### config.mk
export PLATFORM = sky130hd
export DESIGN_NAME = morse_decoder_param
export DESIGN_NICKNAME = d
export VERILOG_FILES = /design/src/rtl/morse_decoder_param.sv
export SDC_FILE = /design/constraint.sdc
export NUM_CORES = 1
export LEC_CHECK = 0
export BUFFER_PORTS_ARGS = -buffer_cell sky130_fd_sc_hd__buf_4
export CORE_MARGIN = 10
export CORE_UTILIZATION = 30
export CTS_CLUSTER_DIAMETER = 100
export DETAILED_ROUTE_END_ITERATION = 6
export PLACE_DENSITY = 0.46
export SLEW_MARGIN = 20
export SYNTH_ARGS = -nofsm -noshare
export SYNTH_HDL_FRONTEND = slang
export SYNTH_SLANG_ARGS = --single-unit
### constraint.sdc
create_clock -name CLK -period 7.8 [get_ports CLK]
set_input_delay 0.78 -clock CLK [delete_from_list [all_inputs] [get_ports CLK]]
set_output_delay 0.78 -clock CLK [all_outputs]
set_load 0.005 [all_outputs]
### src/rtl/morse_decoder_param.sv
// -----------------------------------------------------------------------------
// morse_decoder_param
//
// Purpose:
//   Decodes a single Morse key into character codes. The key is synchronised
//   into the CLK domain. All timing runs on a slow decode tick produced by a
//   free-running prescaler. A four-state FSM collects dots and dashes into a
//   pattern and emits one code per letter. It emits a single space code once
//   the key has been idle long enough to end a word. Emitted codes are also
//   shifted into a short history register.
//
// Character codes:
//   0 blank, 1-26 A-Z, 27-36 digits 0-9, 37 space, 63 error.
//
// Configuration macro:
//   MORSE_DIGITS_EN - when defined, 5-element patterns decode to digits 27-36.
//                     When undefined, every 5-element pattern emits 63.
//
// Ports:
//   CLK        in   single clock, everything on posedge
//   RST_N      in   synchronous active-low reset
//   button     in   asynchronous key, active-low (0 = pressed)
//   char_valid out  one-CLK pulse when a new code is emitted
//   char_code  out  last emitted code, held until the next emission
//   history    out  6*HIST_DEPTH bits; entry k at [6k+5:6k], entry 0 newest
//   dot_led    out  last completed element was a dot
//   dash_led   out  last completed element was a dash
//   busy       out  a letter is being keyed (PRESS or GAP)
// -----------------------------------------------------------------------------
module morse_decoder_param #(
  parameter int TICK_DIV         = 2500000,
  parameter int DASH_TICKS       = 4,
  parameter int LETTER_GAP_TICKS = 5,
  parameter int WORD_GAP_TICKS   = 12,
  parameter int HIST_DEPTH       = 8
) (
  input  logic                    CLK,
  input  logic                    RST_N,
  input  logic                    button,
  output logic                    char_valid,
  output logic [5:0]              char_code,
  output logic [6*HIST_DEPTH-1:0] history,
  output logic                    dot_led,
  output logic                    dash_led,
  output logic                    busy
);

  localparam int PW   = (TICK_DIV > 2) ? $clog2(TICK_DIV) : 1;
  localparam int CMAX = (WORD_GAP_TICKS > DASH_TICKS + 1) ? WORD_GAP_TICKS : DASH_TICKS + 1;
  localparam int CW   = $clog2(CMAX + 1) + 1;

  localparam logic [PW-1:0] PRESC_LAST = PW'(TICK_DIV - 1);
  localparam logic [CW-1:0] DASH_LIM   = CW'(DASH_TICKS);
  localparam logic [CW-1:0] LGAP_LIM   = CW'(LETTER_GAP_TICKS);
  localparam logic [CW-1:0] WGAP_LIM   = CW'(WORD_GAP_TICKS);
  localparam logic [5:0]    CODE_SPACE = 6'd37;
  localparam logic [5:0]    CODE_ERR   = 6'd63;

  typedef enum logic [1:0] {
    S_IDLE,
    S_PRESS,
    S_GAP,
    S_WGAP
  } state_t;

  state_t          r_state, w_stateNext;
  logic            r_sync1, r_sync2;
  logic [PW-1:0]   r_presc;
  logic [CW-1:0]   r_pressCnt, w_pressCntNext;
  logic [CW-1:0]   r_gapCnt, w_gapCntNext;
  logic [4:0]      r_pattern, w_patternNext;
  logic [2:0]      r_n, w_nNext;
  logic            r_ovf, w_ovfNext;
  logic            r_charValid;
  logic [5:0]      r_charCode;
  logic [5:0]      r_hist [HIST_DEPTH];
  logic            r_dotLed, r_dashLed;

  logic            w_pressed;
  logic            w_tick;
  logic            w_isDash;
  logic [CW-1:0]   w_pressInc, w_gapInc;
  logic            w_emit;
  logic [5:0]      w_emitCode;
  logic            w_ledUpd;

  // Pattern bit i is element i (first element in bit 0), a dash is 1.
  function automatic logic [5:0] decodeChar(input logic [2:0] n, input logic [4:0] p);
    logic [5:0] c;
    c = CODE_ERR;
    case (n)
      3'd1: c = p[0] ? 6'd20 : 6'd5;
      3'd2: begin
        case (p[1:0])
          2'd0: c = 6'd9;
          2'd1: c = 6'd14;
          2'd2: c = 6'd1;
          default: c = 6'd13;
        endcase
      end
      3'd3: begin
        case (p[2:0])
          3'd0: c = 6'd19;
          3'd1: c = 6'd4;
          3'd2: c = 6'd18;
          3'd3: c = 6'd7;
          3'd4: c = 6'd21;
          3'd5: c = 6'd11;
          3'd6: c = 6'd23;
          default: c = 6'd15;
        endcase
      end
      3'd4: begin
        case (p[3:0])
          4'd0:  c = 6'd8;
          4'd1:  c = 6'd2;
          4'd2:  c = 6'd12;
          4'd3:  c = 6'd26;
          4'd4:  c = 6'd6;
          4'd5:  c = 6'd3;
          4'd6:  c = 6'd16;
          4'd8:  c = 6'd22;
          4'd9:  c = 6'd24;
          4'd11: c = 6'd17;
          4'd13: c = 6'd25;
          4'd14: c = 6'd10;
          default: c = CODE_ERR;
        endcase
      end
`ifdef MORSE_DIGITS_EN
      3'd5: begin
        case (p)
          5'd31: c = 6'd27;
          5'd30: c = 6'd28;
          5'd28: c = 6'd29;
          5'd24: c = 6'd30;
          5'd16: c = 6'd31;
          5'd0:  c = 6'd32;
          5'd1:  c = 6'd33;
          5'd3:  c = 6'd34;
          5'd7:  c = 6'd35;
          5'd15: c = 6'd36;
          default: c = CODE_ERR;
        endcase
      end
`else
      3'd5: c = CODE_ERR;
`endif
      default: c = CODE_ERR;
    endcase
    return c;
  endfunction

  assign w_pressed  = ~r_sync2;
  assign w_tick     = (r_presc == PRESC_LAST);
  assign w_isDash   = (r_pressCnt > DASH_LIM);
  assign w_pressInc = (r_pressCnt == '1) ? r_pressCnt : r_pressCnt + CW'(1);
  assign w_gapInc   = (r_gapCnt == '1) ? r_gapCnt : r_gapCnt + CW'(1);

  // Next-state logic. Nothing moves except on tick cycles. A letter is
  // emitted from GAP. A space can only come from WGAP, and WGAP is reached
  // only after a letter, so a space never follows a space or reset.
  always_comb begin
    w_stateNext    = r_state;
    w_pressCntNext = r_pressCnt;
    w_gapCntNext   = r_gapCnt;
    w_patternNext  = r_pattern;
    w_nNext        = r_n;
    w_ovfNext      = r_ovf;
    w_emit         = 1'b0;
    w_emitCode     = '0;
    w_ledUpd       = 1'b0;
    if (w_tick) begin
      case (r_state)
        S_IDLE, S_WGAP: begin
          if (w_pressed) begin
            w_stateNext    = S_PRESS;
            w_pressCntNext = CW'(1);
            w_patternNext  = '0;
            w_nNext        = '0;
            w_ovfNext      = 1'b0;
          end else if (r_state == S_WGAP) begin
            w_gapCntNext = w_gapInc;
            if (w_gapInc >= WGAP_LIM) begin
              w_emit      = 1'b1;
              w_emitCode  = CODE_SPACE;
              w_stateNext = S_IDLE;
            end
          end
        end
        S_PRESS: begin
          if (w_pressed) begin
            w_pressCntNext = w_pressInc;
          end else begin
            w_ledUpd = 1'b1;
            if (r_n < 3'd5) begin
              w_patternNext = r_pattern | (5'(w_isDash) << r_n);
              w_nNext       = r_n + 3'd1;
            end else begin
              w_ovfNext = 1'b1;
            end
            w_gapCntNext = CW'(1);
            w_stateNext  = S_GAP;
          end
        end
        default: begin
          if (w_pressed) begin
            w_stateNext    = S_PRESS;
            w_pressCntNext = CW'(1);
          end else begin
            w_gapCntNext = w_gapInc;
            if (w_gapInc >= LGAP_LIM) begin
              w_emit      = 1'b1;
              w_emitCode  = r_ovf ? CODE_ERR : decodeChar(r_n, r_pattern);
              w_stateNext = S_WGAP;
            end
          end
        end
      endcase
    end
  end

  // Registers. The outputs register the emit decision made on the tick
  // cycle, so char_valid, char_code and history change on the following cycle.
  always_ff @(posedge CLK) begin
    if (!RST_N) begin
      r_state     <= S_IDLE;
      r_sync1     <= 1'b1;
      r_sync2     <= 1'b1;
      r_presc     <= '0;
      r_pressCnt  <= '0;
      r_gapCnt    <= '0;
      r_pattern   <= '0;
      r_n         <= '0;
      r_ovf       <= 1'b0;
      r_charValid <= 1'b0;
      r_charCode  <= '0;
      r_dotLed    <= 1'b0;
      r_dashLed   <= 1'b0;
      for (int k = 0; k < HIST_DEPTH; k++) r_hist[k] <= '0;
    end else begin
      r_sync1     <= button;
      r_sync2     <= r_sync1;
      r_presc     <= w_tick ? '0 : r_presc + PW'(1);
      r_state     <= w_stateNext;
      r_pressCnt  <= w_pressCntNext;
      r_gapCnt    <= w_gapCntNext;
      r_pattern   <= w_patternNext;
      r_n         <= w_nNext;
      r_ovf       <= w_ovfNext;
      r_charValid <= w_emit;
      if (w_emit) begin
        r_charCode <= w_emitCode;
        for (int k = HIST_DEPTH - 1; k > 0; k--) r_hist[k] <= r_hist[k-1];
        r_hist[0] <= w_emitCode;
      end
      if (w_ledUpd) begin
        r_dashLed <= w_isDash;
        r_dotLed  <= ~w_isDash;
      end
    end
  end

  // Pack the history array onto the flat output bus.
  always_comb begin
    history = '0;
    for (int k = 0; k < HIST_DEPTH; k++) history[6*k +: 6] = r_hist[k];
  end

  assign char_valid = r_charValid;
  assign char_code  = r_charCode;
  assign dot_led    = r_dotLed;
  assign dash_led   = r_dashLed;
  assign busy       = (r_state == S_PRESS) || (r_state == S_GAP);

endmodule

; ---- Word-level counts from Yosys, hierarchy flattened
; Memories as Yosys holds them, arrays and structs flattened. A register that Yosys moved wholly into a read port is not among the register bits.
; Index checks and enable logic that the tools add are counted.
[totals]
ff_bits = 54
ram_bits = 48
romBits = 96
in_bits = 3
memories = 2
[op_classes]
add_sub_neg = 4
order_cmp = 4
n_eq_ne = 27
shifts = 1
muxes = 65
bitwise_logic = 12
n_reduce_logical = 12
[mem_list]
columns = memory, words, word_bits, rd, rd_clocked_by_memory_dff, write_ports, line_no
row1 = (name not given), 16, 6, 1, 1, 0, 114  ; case (p[3:0])
row2 = r_hist, 8, 6, 8, 0, 8, 76  ; logic [5:0] r_hist [HIST_DEPTH];
[op_table]
columns = operator, n
row1 = $mux 6, 15
row2 = $mux 5, 13
row3 = $pmux 5 s7, 1
row4 = $pmux 6 s4, 1
row5 = $add 22x1->22 const B, 1
row6 = $eq 22x22->1 const B, 1
row7 = $pmux 5 s2, 2
row8 = $mux 1, 16
row9 = $reduce_and 5->1, 3
row10 = $eq 3x2->1 const B, 4
row11 = $eq 3x3->1 const B, 4
row12 = $mux 2, 6
row13 = $ne 2x2->1 const B, 6
row14 = $pmux 4 s3, 1
row15 = $pmux 6 s2, 1
row16 = $add 5x1->5 const B, 2
row17 = $eq 5x5->1 const B, 2
row18 = $mux 3, 3
row19 = $mux 4, 2
row20 = $or 1x1->1, 8
row21 = $eq 2x2->1 const B, 3
row22 = $eq 3x1->1 const B, 2
row23 = $ne 3x3->1 const B, 2
row24 = $pmux 3 s2, 1
row25 = other kinds (18), 25

; ---- Logic depth before layout (Yosys ltp)
; Gate-level depths: netlist of run 1.
[depth]
word_depth = 12
mapped_depth = 13
ltp_nobuf = 11

; ---- Worst setup path before layout of run 1
; No wires, ideal clock.
[synth_path]
path_type = register -> register
startpoint = register r_presc[0]
endpoint = memory r_hist[0][0] (enable)
setup_ns = 0.402
arrival_ns = 2.654
setup_slack_ns = 4.744
path_stages_with_launch = 7
path_buffers = 0
synth_period_minus_slack_ns = 3.056
path_cell_list = dfxtp_1 ha_1 and3_1 nand4_1 nor3_4 a31oi_1 inv_1
[synth_rtl]
columns = item, line_no
row1 = "start, declared", 68  ; logic [PW-1:0] r_presc;
row2 = "start signal, assigned", 244  ; r_presc <= w_tick ? '0 : r_presc + PW'(1);
row3 = "end, declared", 76

==> results of run 1 <==
==> report_power, final <==
group          switching, mW  internal [mW]
Sequential           0.00834          0.599
Clock                  0.215          0.222
Combinational         0.0194         0.0179
==> logic make-up (layout without fill, tap and decap cells) <==
kind of cell,after synthesis,in the layout
compound gates,87,87
fa+ha+maj,18,18
buf+inv,40,94
flops,107,107
simple gates,203,203
xor+xnor,23,23
mux,5,5
==> state kept, by name, indices dropped and copies added, names as in the netlist, named ones only <==
name and cells:
r_gapCnt 5, r_state 2, r_pattern 4, dot_led 1, r_pressCnt 5, r_sync1 1
dash_led 1, char_valid 1, char_code 6, r_presc 22, r_ovf 1, r_n 3
r_sync2 1, r_hist 48
==> layer usage <==
metal / routed length, µm / global-route usage / share of wire
met5: 0 / 0 / 0
met4: 127 / 0.0364 / 0.011
met3: 591 / 0.0335 / 0.053
met2: 5020 / 0.160 / 0.45
met1: 5370 / 0.127 / 0.48
==> through the flow <==
stage	hold slack, ns	instances	power, mW
2_1_floorplan	0.386	483	0.631
3_3_place_gp	0.396	741	0.659
3_5_place_dp	0.398	741	0.659
4_1_cts	0.417	757	1.10
5_1_grt	0.448	757	1.13
6_report	0.412	757	1.08
==> cells in the mapped netlist, types with 9 or more instances <==
master and count:
a21oi_1 20, xnor2_1 9, nand2_1 28, nor2_1 54, o21ai_0 11, ha_1 18
nand2b_1 10, xor2_1 14, inv_1 17, clkbuf_1 13, and2_1 47, dfxtp_1 59
edfxtp_1 48, nand3_1 14
==> final cells by class <==
cell class	count	area [µm²]
timing repair buffer	60	450
fill	1668	10600
multi-input combinational	336	2250
inverter	18	67.6
clock inverter	7	60.1
tap	220	275
sequential	107	2620
clock buffer	9	225
==> critical path, delay by kind of cell (launching register included) <==
family | cells | cell delay (ns)
AND/OR/NAND/NOR | 3 | 1.09
buffers and inverters | 1 | 0.81
flip-flops | 1 | 0.36
AO/OA/AOI/OAI | 1 | 0.32
adder cells (fa/ha/maj) | 1 | 0.20
==> final timing paths <==
check	startpoint	end	slack [ns]	cells after the start
hold reg to reg	r_sync1$_SDFF_PN1_	r_sync2$_SDFF_PN1_	0.41	1
setup reg to reg	r_presc[0]$_SDFF_PP0_	r_hist[1][3]$_SDFFCE_PN0P_	4.61	6
setup / recovery	r_presc[0]$_SDFF_PP0_	r_hist[1][3]$_SDFFCE_PN0P_	4.61	6
hold / removal	r_sync1$_SDFF_PN1_	r_sync2$_SDFF_PN1_	0.41	1
==> metrics.yaml, run 1 <==
clock_tree:
  postCtsResizedCells: 0
  numCtsBuffers: 9
  clockBufferDepth: 2
  htree_levels: 3
  clk_pin_slew_ns: 0.07
  clock-root-buffer: "clkbuf_16"
  clk_latency_ns: 0.36
  cts_hold_buf: 0
  cts.sinks: 107
  cts_tree: "done"
  cts_setup_buffers: 0
setup_path:
  cp.required_ns: 7.77
  worst-setup-path-type: "reg2reg"
  cp_max_fo: 48
  critPathCaptureType: "register"
  cp.arrival_ns: 3.16
  worstPathCellList: "ha_1, and3_1, nand4_1, nor3_4, a31oi_1, inv_2"
  worst_path_largest_cell_delay_ns: 0.81
  worstSetupStartpointType: "register"
  critPathSlowestCell: "inv_2"
global_route:
  antenna_found_initial: 0
  grt_pass1_wl_um: 18400
  gr-usage-all-layers: 0.101
  grt_pass1_vias: 3545
  grt_overflow: 0
  grt_max_degree: 52
place:
  port_buffers: 60
  dp_hpwl_um: 8080
  place_area_um2: 5670
  place_congestion: 0.806
  dp_worst_setup_slack_ns: 4.57
finish:
  most-common-layout-cells: "buf_4 (60), dfxtp_1 (59), nor2_1 (54)"
  drive_gt1_frac: 0.175
  nets: 553
  area_growth_pct: 18.0
  antennaDiodeCount: 0
  final_common_cell: "buf_4"
  design_area_um2: 5950
  final_util: 0.360
synthesis:
  synth-edff-count: 48
  ys_seq_elements: 107
  yosysSeqAreaShare: 0.520
  synthArstFlopShare: 0
  yosys.area_share.xor_xnor: 0.0399
  synth_adder_area_share: 0.0446
  ys_top_cells_by_area: "edfxtp_1 (29%), dfxtp_1 (23%), and2_1 (5.8%)"
  syn_area_um2: 5040
  synth_mux_area_frac: 0.0102
  synth_top_area_frac: 0.286
  synth-simple-area-share: 0.231
  synth.avg_cell_area_um2: 10.4
  synth_compound_area_frac: 0.121
  synth_top_family_by_area: "simple AND/OR/NAND/NOR gates"
  ys_warn_count: 0
  ys.flop_type: "dfxtp_1"
  syn-num-nets: 504
  synthCells: 483
  synth_largest_area_cell: "edfxtp_1"
  ys_types: 73
routing:
  drtPass1Iterations: 5
  drc_errors: 0
  drtIter0Drc: 222
  ant_nets: 0
  wl_per_cell_um: 14.7
  via_count: 3638
  wirelength_um: 11100
  via_per_inst: 4.81
sta:
  period_needed_ns: 3.19
  timing.final.crit_share: 0.409
  slew_viol_final: 0
  rsz0062_at_grt: "no"
  fin_tns_setup_ns: 0
  max_freq_mhz: 313
  fin_ws_ns: 4.61
  max_slew.worst_pin.slew_ns: 0.985
  finalSetupViolations: 0
  finalHoldViolations: 0
  max-slew-margin-rel: 0.342
  fin_worst_skew_ns: 0.00904
worst_hold_path:
  holdCritPathClass: "reg2reg"
die:
  num_rows: 47
  dieArea_um2: 22400
  coreArea_um2: 16500
  ioPinCount: 61
  fp.dieH_um: 150
  start_util: 0.305
  dieWidth_um: 150
flow_run:
  maxCapViolations: 0
run_status:
  status: "finished clean"
power_and_ir_drop:
  p_leak_nw: 2.18
  irDropWorstVdd_v: 0.000164
  cellPowerDensity_nw_per_um2: 182
Power figures use the tool's default switching activity.
==> inputs of run 2 (changes only) <==
--- a/config.mk
+++ b/config.mk
@@ -10,7 +10,7 @@
 export CORE_UTILIZATION = 30
 export CTS_CLUSTER_DIAMETER = 100
 export DETAILED_ROUTE_END_ITERATION = 6
-export PLACE_DENSITY = 0.46
+export PLACE_DENSITY = 0.47
 export SLEW_MARGIN = 20
 export SYNTH_ARGS = -nofsm -noshare
 export SYNTH_HDL_FRONTEND = slang
==> constraint.sdc (replaced) <==
create_clock -name CLK -period 2.6 [get_ports CLK]
set_input_delay 0.26 -clock CLK [delete_from_list [all_inputs] [get_ports CLK]]
set_output_delay 0.26 -clock CLK [all_outputs]
set_load 0.005 [all_outputs]
==> run 2 against run 1 <==
Against the previous run: register-to-register slack worse by 4.4 ns; total power grew to 3.1 times the previous value; first-iteration DRC count is 9.0% lower; highest routed layer unchanged.
==> metrics.yaml, run 2 (synthesis results as in run 1) <==
finish:
  area_growth_pct: 25.1  # was 18.0%
  most-common-layout-cells: "buf_4 (84), dfxtp_1 (56), nor2_1 (53)"  # was buf_4 (60), dfxtp_1 (59), nor2_1 (54)
  antennaDiodeCount: 0  # unchanged
  drive_gt1_frac: 0.243  # was 0.175
  final_common_cell: "buf_4"  # unchanged
  nets: 579  # was 553
  design_area_um2: 6310  # was 5950 µm²
  largest_reg_flops: 48  # unchanged
  regMostFlops: "r_hist"  # unchanged
  fill_cells: 1636  # was 1,668
clock_tree:
  clk_pin_slew_ns: 0.08  # was 0.07 ns
  htree_levels: 3  # unchanged
  cts_setup_buffers: 0  # unchanged
  postCtsResizedCells: 0  # unchanged
  clockBufferDepth: 2  # unchanged
  clk_latency_ns: 0.36  # about the same
  cts.sinks: 107  # unchanged
  cts_hold_buf: 0  # unchanged
  numCtsBuffers: 9  # unchanged
  clock-root-buffer: "clkbuf_16"  # unchanged
  cts_tree: "done"  # unchanged
routing:
  drtPass1Iterations: 4  # was 5
  ant_nets: 0  # unchanged
  drc_errors: 0  # unchanged
  via_count: 3755  # was 3,638
  wl_per_cell_um: 15.0  # was 14.7 µm
  drtIter0Drc: 202  # was 222
  wirelength_um: 11700  # was 11,100 µm
  via_per_inst: 4.80  # was 4.81
power_and_ir_drop:
  switching_share: 0.236  # was 0.225
  cellPowerDensity_nw_per_um2: 528  # was 182 nW/µm²
  power_frac_clock: 0.416  # was 0.404
  p_sw_mw: 0.788  # was 0.243 mW
  p_leak_nw: 2.33  # was 2.18 nW
  power_frac_comb: 0.039  # was 0.034
  irDropWorstVdd_v: 0.000293  # was 0.000164 V
  seq_power_share: 0.545  # was 0.561
  p_int_mw: 2.55  # was 0.838 mW
global_route:
  gr-usage-all-layers: 0.106  # was 0.101
  grt_max_degree: 49  # was 52
  grt_pass1_vias: 3761  # was 3,545
  grt_pass1_wl_um: 19200  # was 18,400 µm
  grt_overflow: 0  # unchanged
  antenna_found_initial: 0  # unchanged
setup_path:
  cp_max_fo: 6  # was 48
  worstPathCellList: "inv_1, ha_4, or3_4, o31a_1, nand2b_1, inv_1, ha_1, o32ai_2, nor2_1"  # was ha_1, and3_1, nand4_1, nor3_4, a31oi_1, inv_2
  cp.arrival_ns: 2.67  # was 3.16 ns
  path_common_cell: "inv_1"
  worstSetupStartpointType: "register"  # unchanged
  critPathCaptureType: "register"  # unchanged
  cp.required_ns: 2.85  # was 7.77 ns
  worst-setup-path-type: "reg2reg"  # unchanged
  worst_path_largest_cell_delay_ns: 0.41  # was 0.81 ns
  critPathSlowestCell: "or3_4"  # was inv_2
sta:
  slew_viol_final: 0  # unchanged
  fin_worst_skew_ns: 0.0156  # was 0.00904 ns
  max-slew-margin-rel: 0.584  # was 0.342
  timing.final.crit_share: 0.932  # was 0.409
  fin_ws_ns: 0.177  # was 4.61 ns
  period_needed_ns: 2.42  # was 3.19 ns
  finalSetupViolations: 0  # unchanged
  max_slew.worst_pin.slew_ns: 0.621  # was 0.985 ns
  finalHoldViolations: 0  # unchanged
  max_freq_mhz: 413  # was 313 MHz
flow_run:
  maxCapViolations: 0  # unchanged
die:
  start_util: 0.305  # unchanged
  num_rows: 47  # unchanged
  dieWidth_um: 150  # unchanged
  fp.dieH_um: 150  # unchanged
  dieArea_um2: 22400  # unchanged
  coreArea_um2: 16500  # unchanged
  ioPinCount: 61  # unchanged
place:
  dp_worst_setup_slack_ns: 0.0595  # was 4.57 ns
  place_congestion: 0.843  # was 0.806
  port_buffers: 60  # unchanged
  place_area_um2: 5950  # was 5670 µm²
  dp_hpwl_um: 8500  # was 8080 µm
worst_hold_path:
  holdCritPathClass: "in2reg"  # was reg2reg
run_status:
  status: "finished clean"  # unchanged
run 2: area by class of cell:
class	count	area, µm²	area share
flip-flops and latches	107	2630	0.416
clock buffers	9	225	0.0357
inverters	18	71.3	0.0113
multi-input cells	336	2380	0.377
repair buffers	86	662	0.105
well taps	220	275	0.0436
clock inverters	7	70.1	0.0111
run 2: power by group through the flow:
stage               Combinational (mW)  Sequential [mW]  Clock (mW)
global route                     0.141             1.82        1.51
finish                           0.129             1.82        1.39
floorplan                       0.0392             1.86           0
global placement                 0.131             1.86           0
CTS                              0.132             1.82        1.45
detailed placement               0.132             1.86           0
run 2: stage by stage:
stage                     power [mW]  instances  utilization  setup TNS, ns  hold slack (ns)
after floorplan                 1.90        483            -              0            0.361
after global placement          1.99        767        0.360              0            0.395
after detailed placement        1.99        767        0.360              0            0.397
final                           3.33        783        0.382              0           0.0829
after global routing            3.48        783        0.382       -0.00506           0.0776
after CTS                       3.40        783        0.378              0           0.0711
run 2: worst paths after layout:
path / endpoint / slack, ns / depth (start not counted) / start
worst max-delay path: register / 0.18 / 9 / r_state[0]$_SDFFE_PN0P_
worst max register to register: register / 0.18 / 9 / r_state[0]$_SDFFE_PN0P_
worst min register to register: r_sync2$_SDFF_PN1_ / 0.41 / 1 / r_sync1$_SDFF_PN1_
worst min-delay path: r_sync1$_SDFF_PN1_ / 0.08 / 2 / button
run 2: routing by layer:
layer  share of wire  GRT usage  vias to the layer above
li1                -          -                     1879
met1            0.49      0.136                     1770
met2            0.44      0.163                       88
met3           0.055     0.0284                       18
met4           0.021     0.0515                        0
met5               0          0                        -
run 2: worst max-delay path: cells and delay by family, from the launching register on:
| family | cells | cell delay [ns] |
|---|---|---|
| flops | 1 | 0.38 |
| compound gates | 2 | 0.59 |
| simple gates | 3 | 0.59 |
| fa+ha+maj | 2 | 0.57 |
| buf+inv | 2 | 0.17 |
==> inputs of run 3 (changes only) <==
--- a/config.mk
+++ b/config.mk
@@ -5,6 +5,7 @@
 export SDC_FILE = /design/constraint.sdc
 export NUM_CORES = 1
 export LEC_CHECK = 0
+export ABC_AREA = 1
 export BUFFER_PORTS_ARGS = -buffer_cell sky130_fd_sc_hd__buf_4
 export CORE_MARGIN = 10
 export CORE_UTILIZATION = 30
==> run 3 against run 2 <==
Against the previous run: first-iteration DRC count rose by 67%; wire length rose by 19%; area after synthesis rose by 13%; sequential power barely moved; clock skew fell by 0.0069 ns; combinational power rose by 23%; synthesized cell count rose by 49%; critical path type unchanged; largest cell class unchanged; largest power group unchanged.
==> metrics.yaml, run 3 <==
run_status:
  status: "finished clean"  # unchanged
synthesis:
  synthTopCellsByCount: "nand2_1 (166), inv_1 (118), nor2_1 (88), nand3_1 (61), dfxtp_1 (59)"  # was dfxtp_1 (59), nor2_1 (54), edfxtp_1 (48), and2_1 (47), nand2_1 (28)
  yosysSeqAreaShare: 0.459  # was 0.520
  synth_top_area_frac: 0.252  # was 0.286
  synth-simple-area-share: 0.333  # was 0.231
  synthArstFlopShare: 0  # unchanged
  yosysMostFrequentCell: "nand2_1"  # was dfxtp_1
  syn_area_um2: 5710  # was 5040 µm²
  synth.avg_cell_area_um2: 7.96  # was 10.4 µm²
  ys_types: 37  # was 73
  synthCells: 718  # was 483
  syn-num-nets: 739  # was 504
  yosys.area_share.xor_xnor: 0.0123  # was 0.0399
  ys_seq_elements: 107  # unchanged
  synth_compound_area_frac: 0.0558  # was 0.121
  ys.flop_type: "dfxtp_1"  # unchanged
  synth_mux_area_frac: 0  # was 0.0102
  synth-edff-count: 48  # unchanged
  synth_top_family_by_area: "simple AND/OR/NAND/NOR gates"  # unchanged
  synth_largest_area_cell: "edfxtp_1"  # unchanged
  ys_top_cells_by_area: "edfxtp_1 (25%), dfxtp_1 (21%), nand2_1 (11%)"  # was edfxtp_1 (29%), dfxtp_1 (23%), and2_1 (5.8%)
  synth_adder_area_share: 0.0394  # was 0.0446
  ys_warn_count: 0  # unchanged
power_and_ir_drop:
  switching_share: 0.235  # was 0.236
  p_leak_nw: 2.91  # was 2.33 nW
  total_power_mw: 3.29  # was 3.33 mW
  p_int_mw: 2.52  # was 2.55 mW
  seq_power_share: 0.553  # was 0.545
  p_sw_mw: 0.774  # was 0.788 mW
  power_frac_comb: 0.048  # was 0.039
  power_frac_clock: 0.399  # was 0.416
  cellPowerDensity_nw_per_um2: 485  # was 528 nW/µm²
  irDropWorstVdd_v: 0.000290  # was 0.000293 V
routing:
  drtIter0Drc: 338  # was 202
  via_per_inst: 4.41  # was 4.80
  drc_errors: 0  # unchanged
  wl_per_cell_um: 13.6  # was 15.0 µm
  wirelength_um: 14000  # was 11,700 µm
  ant_nets: 0  # unchanged
  via_count: 4542  # was 3,755
  drtPass1Iterations: 4  # unchanged
clock_tree:
  cts.sinks: 107  # unchanged
  cts_tree: "done"  # unchanged
  clock-root-buffer: "clkbuf_16"  # unchanged
  htree_levels: 3  # unchanged
  cts_hold_buf: 0  # unchanged
  clk_latency_ns: 0.36  # about the same
  numCtsBuffers: 9  # unchanged
  clk_pin_slew_ns: 0.08  # about the same
  clockBufferDepth: 2  # unchanged
setup_path:
  cp.arrival_ns: 2.59  # was 2.67 ns
  cp_max_fo: 5  # was 6
  worst-setup-path-type: "reg2reg"  # unchanged
  critPathCaptureType: "register"  # unchanged
  cp.required_ns: 2.86  # was 2.85 ns
  worstSetupStartpointType: "register"  # unchanged
finish:
  final_util: 0.363  # was 0.382
  fill_cells: 1927  # was 1,636
  regMostFlops: "r_hist"  # unchanged
  largest_reg_flops: 48  # unchanged
  final_common_cell: "nand2_1"  # was buf_4
  antennaDiodeCount: 0  # unchanged
  most-common-layout-cells: "nand2_1 (164), inv_1 (117), nor2_1 (88)"  # was buf_4 (84), dfxtp_1 (56), nor2_1 (53)
  drive_gt1_frac: 0.186  # was 0.243
  design_area_um2: 6790  # was 6310 µm²
  nets: 811  # was 579
  area_growth_pct: 18.8  # was 25.1%
global_route:
  antenna_found_initial: 0  # unchanged
  grt_overflow: 0  # unchanged
  grt_pass1_wl_um: 22700  # was 19,200 µm
  grt_pass1_vias: 4400  # was 3,761
  gr-usage-all-layers: 0.113  # was 0.106
  grt_max_degree: 49  # unchanged
die:
  coreArea_um2: 18700  # was 16,500 µm²
  fp.dieH_um: 158  # was 150 µm
  ioPinCount: 61  # unchanged
  dieWidth_um: 158  # was 150 µm
  num_rows: 50  # was 47
  start_util: 0.305  # about the same
  dieArea_um2: 25000  # was 22,400 µm²
worst_hold_path:
  holdCritPathClass: "in2reg"  # unchanged
sta:
  max_slew.worst_pin.slew_ns: 0.357  # was 0.621 ns
  max-slew-margin-rel: 0.759  # was 0.584
  fin_tns_setup_ns: 0  # unchanged
  max_freq_mhz: 429  # was 413 MHz
  finalSetupViolations: 0  # unchanged
  whs_ns: 0.0905  # was 0.0829 ns
  period_needed_ns: 2.33  # was 2.42 ns
  fin_worst_skew_ns: 0.00867  # was 0.0156 ns
  slew_viol_final: 0  # unchanged
  finalHoldViolations: 0  # unchanged
  rsz0062_at_grt: "no"
  timing.final.crit_share: 0.897  # was 0.932
place:
  dp_hpwl_um: 10600  # was 8500 µm
  place_congestion: 0.844  # was 0.843
  port_buffers: 60  # unchanged
  place_area_um2: 6500  # was 5950 µm²
flow_run:
  maxCapViolations: 0  # unchanged
[run 3: cell families (layout without fill, tap and decap cells)]
logic type,Yosys count,after routing
compound gates,58,58
xor+xnor,8,8
fa+ha+maj,18,18
buf+inv,136,213
flops,107,107
simple gates,391,391
[run 3: worst max-delay path, stage by stage (launching register included)]
cell	delay, ns
dfxtp_1	0.36
inv_1	0.09
ha_1	0.30
inv_1	0.09
nand2_1	0.11
nand2_1	0.09
inv_1	0.05
nand2_1	0.12
inv_2	0.08
nand3_2	0.09
nand2_1	0.06
nand2_1	0.08
nand2_1	0.12
ha_1	0.34
nand3_1	0.11
nand2_1	0.06
nand2_1	0.05
nand2_1	0.04
[run 3: worst paths after layout]
kind	from	to	slack, ns	cells past startpoint
worst min-delay path	button	r_sync1$_SDFF_PN1_	0.09	2
worst max register to register	r_state[1]$_SDFFE_PN0P_	register	0.27	17
worst min register to register	r_sync1$_SDFF_PN1_	r_sync2$_SDFF_PN1_	0.41	1
worst max-delay path	r_state[1]$_SDFFE_PN0P_	register	0.27	17
[run 3: power groups by stage]
stage | Combinational [mW] | Sequential [mW] | Clock (mW)
global route | 0.175 | 1.83 | 1.42
finish | 0.159 | 1.82 | 1.31
CTS | 0.163 | 1.82 | 1.37
detailed placement | 0.163 | 1.86 | 0
global placement | 0.162 | 1.86 | 0
floorplan | 0.0634 | 1.86 | 0
[run 3: metal layers]
metal	global-route usage	vias up	share of wire
met2	0.174	81	0.44
met4	0.0410	0	0.014
met3	0.0220	18	0.053
li1	-	2416	-
met5	0	-	0
met1	0.153	2027	0.50
[run 3: cell type report]
| class | count | area, µm² | area share |
|---|---|---|---|
| sequential | 107 | 2620 | 0.387 |
| multi-input combinational | 475 | 2530 | 0.374 |
| timing repair buffer | 75 | 601 | 0.0885 |
| inverter | 122 | 458 | 0.0675 |
| tap | 234 | 293 | 0.0431 |
| clock buffer | 9 | 225 | 0.0332 |
| clock inverter | 7 | 51.3 | 0.00756 |
[run 3: metrics by stage]
step	worst slack (ns)	cells
global route	0.0387	1029
global placement	0.271	1013
finish	0.269	1029
detailed placement	0.203	1013
CTS	0.190	1029
floorplan	0.217	718
[run 3: repair_timing]
action                                 4_1_cts  5_1_grt
buffers inserted                             0        0
setup endpoints to repair                    0        5
endpoints found under the hold margin        0        0
gates resized for setup                      0        4
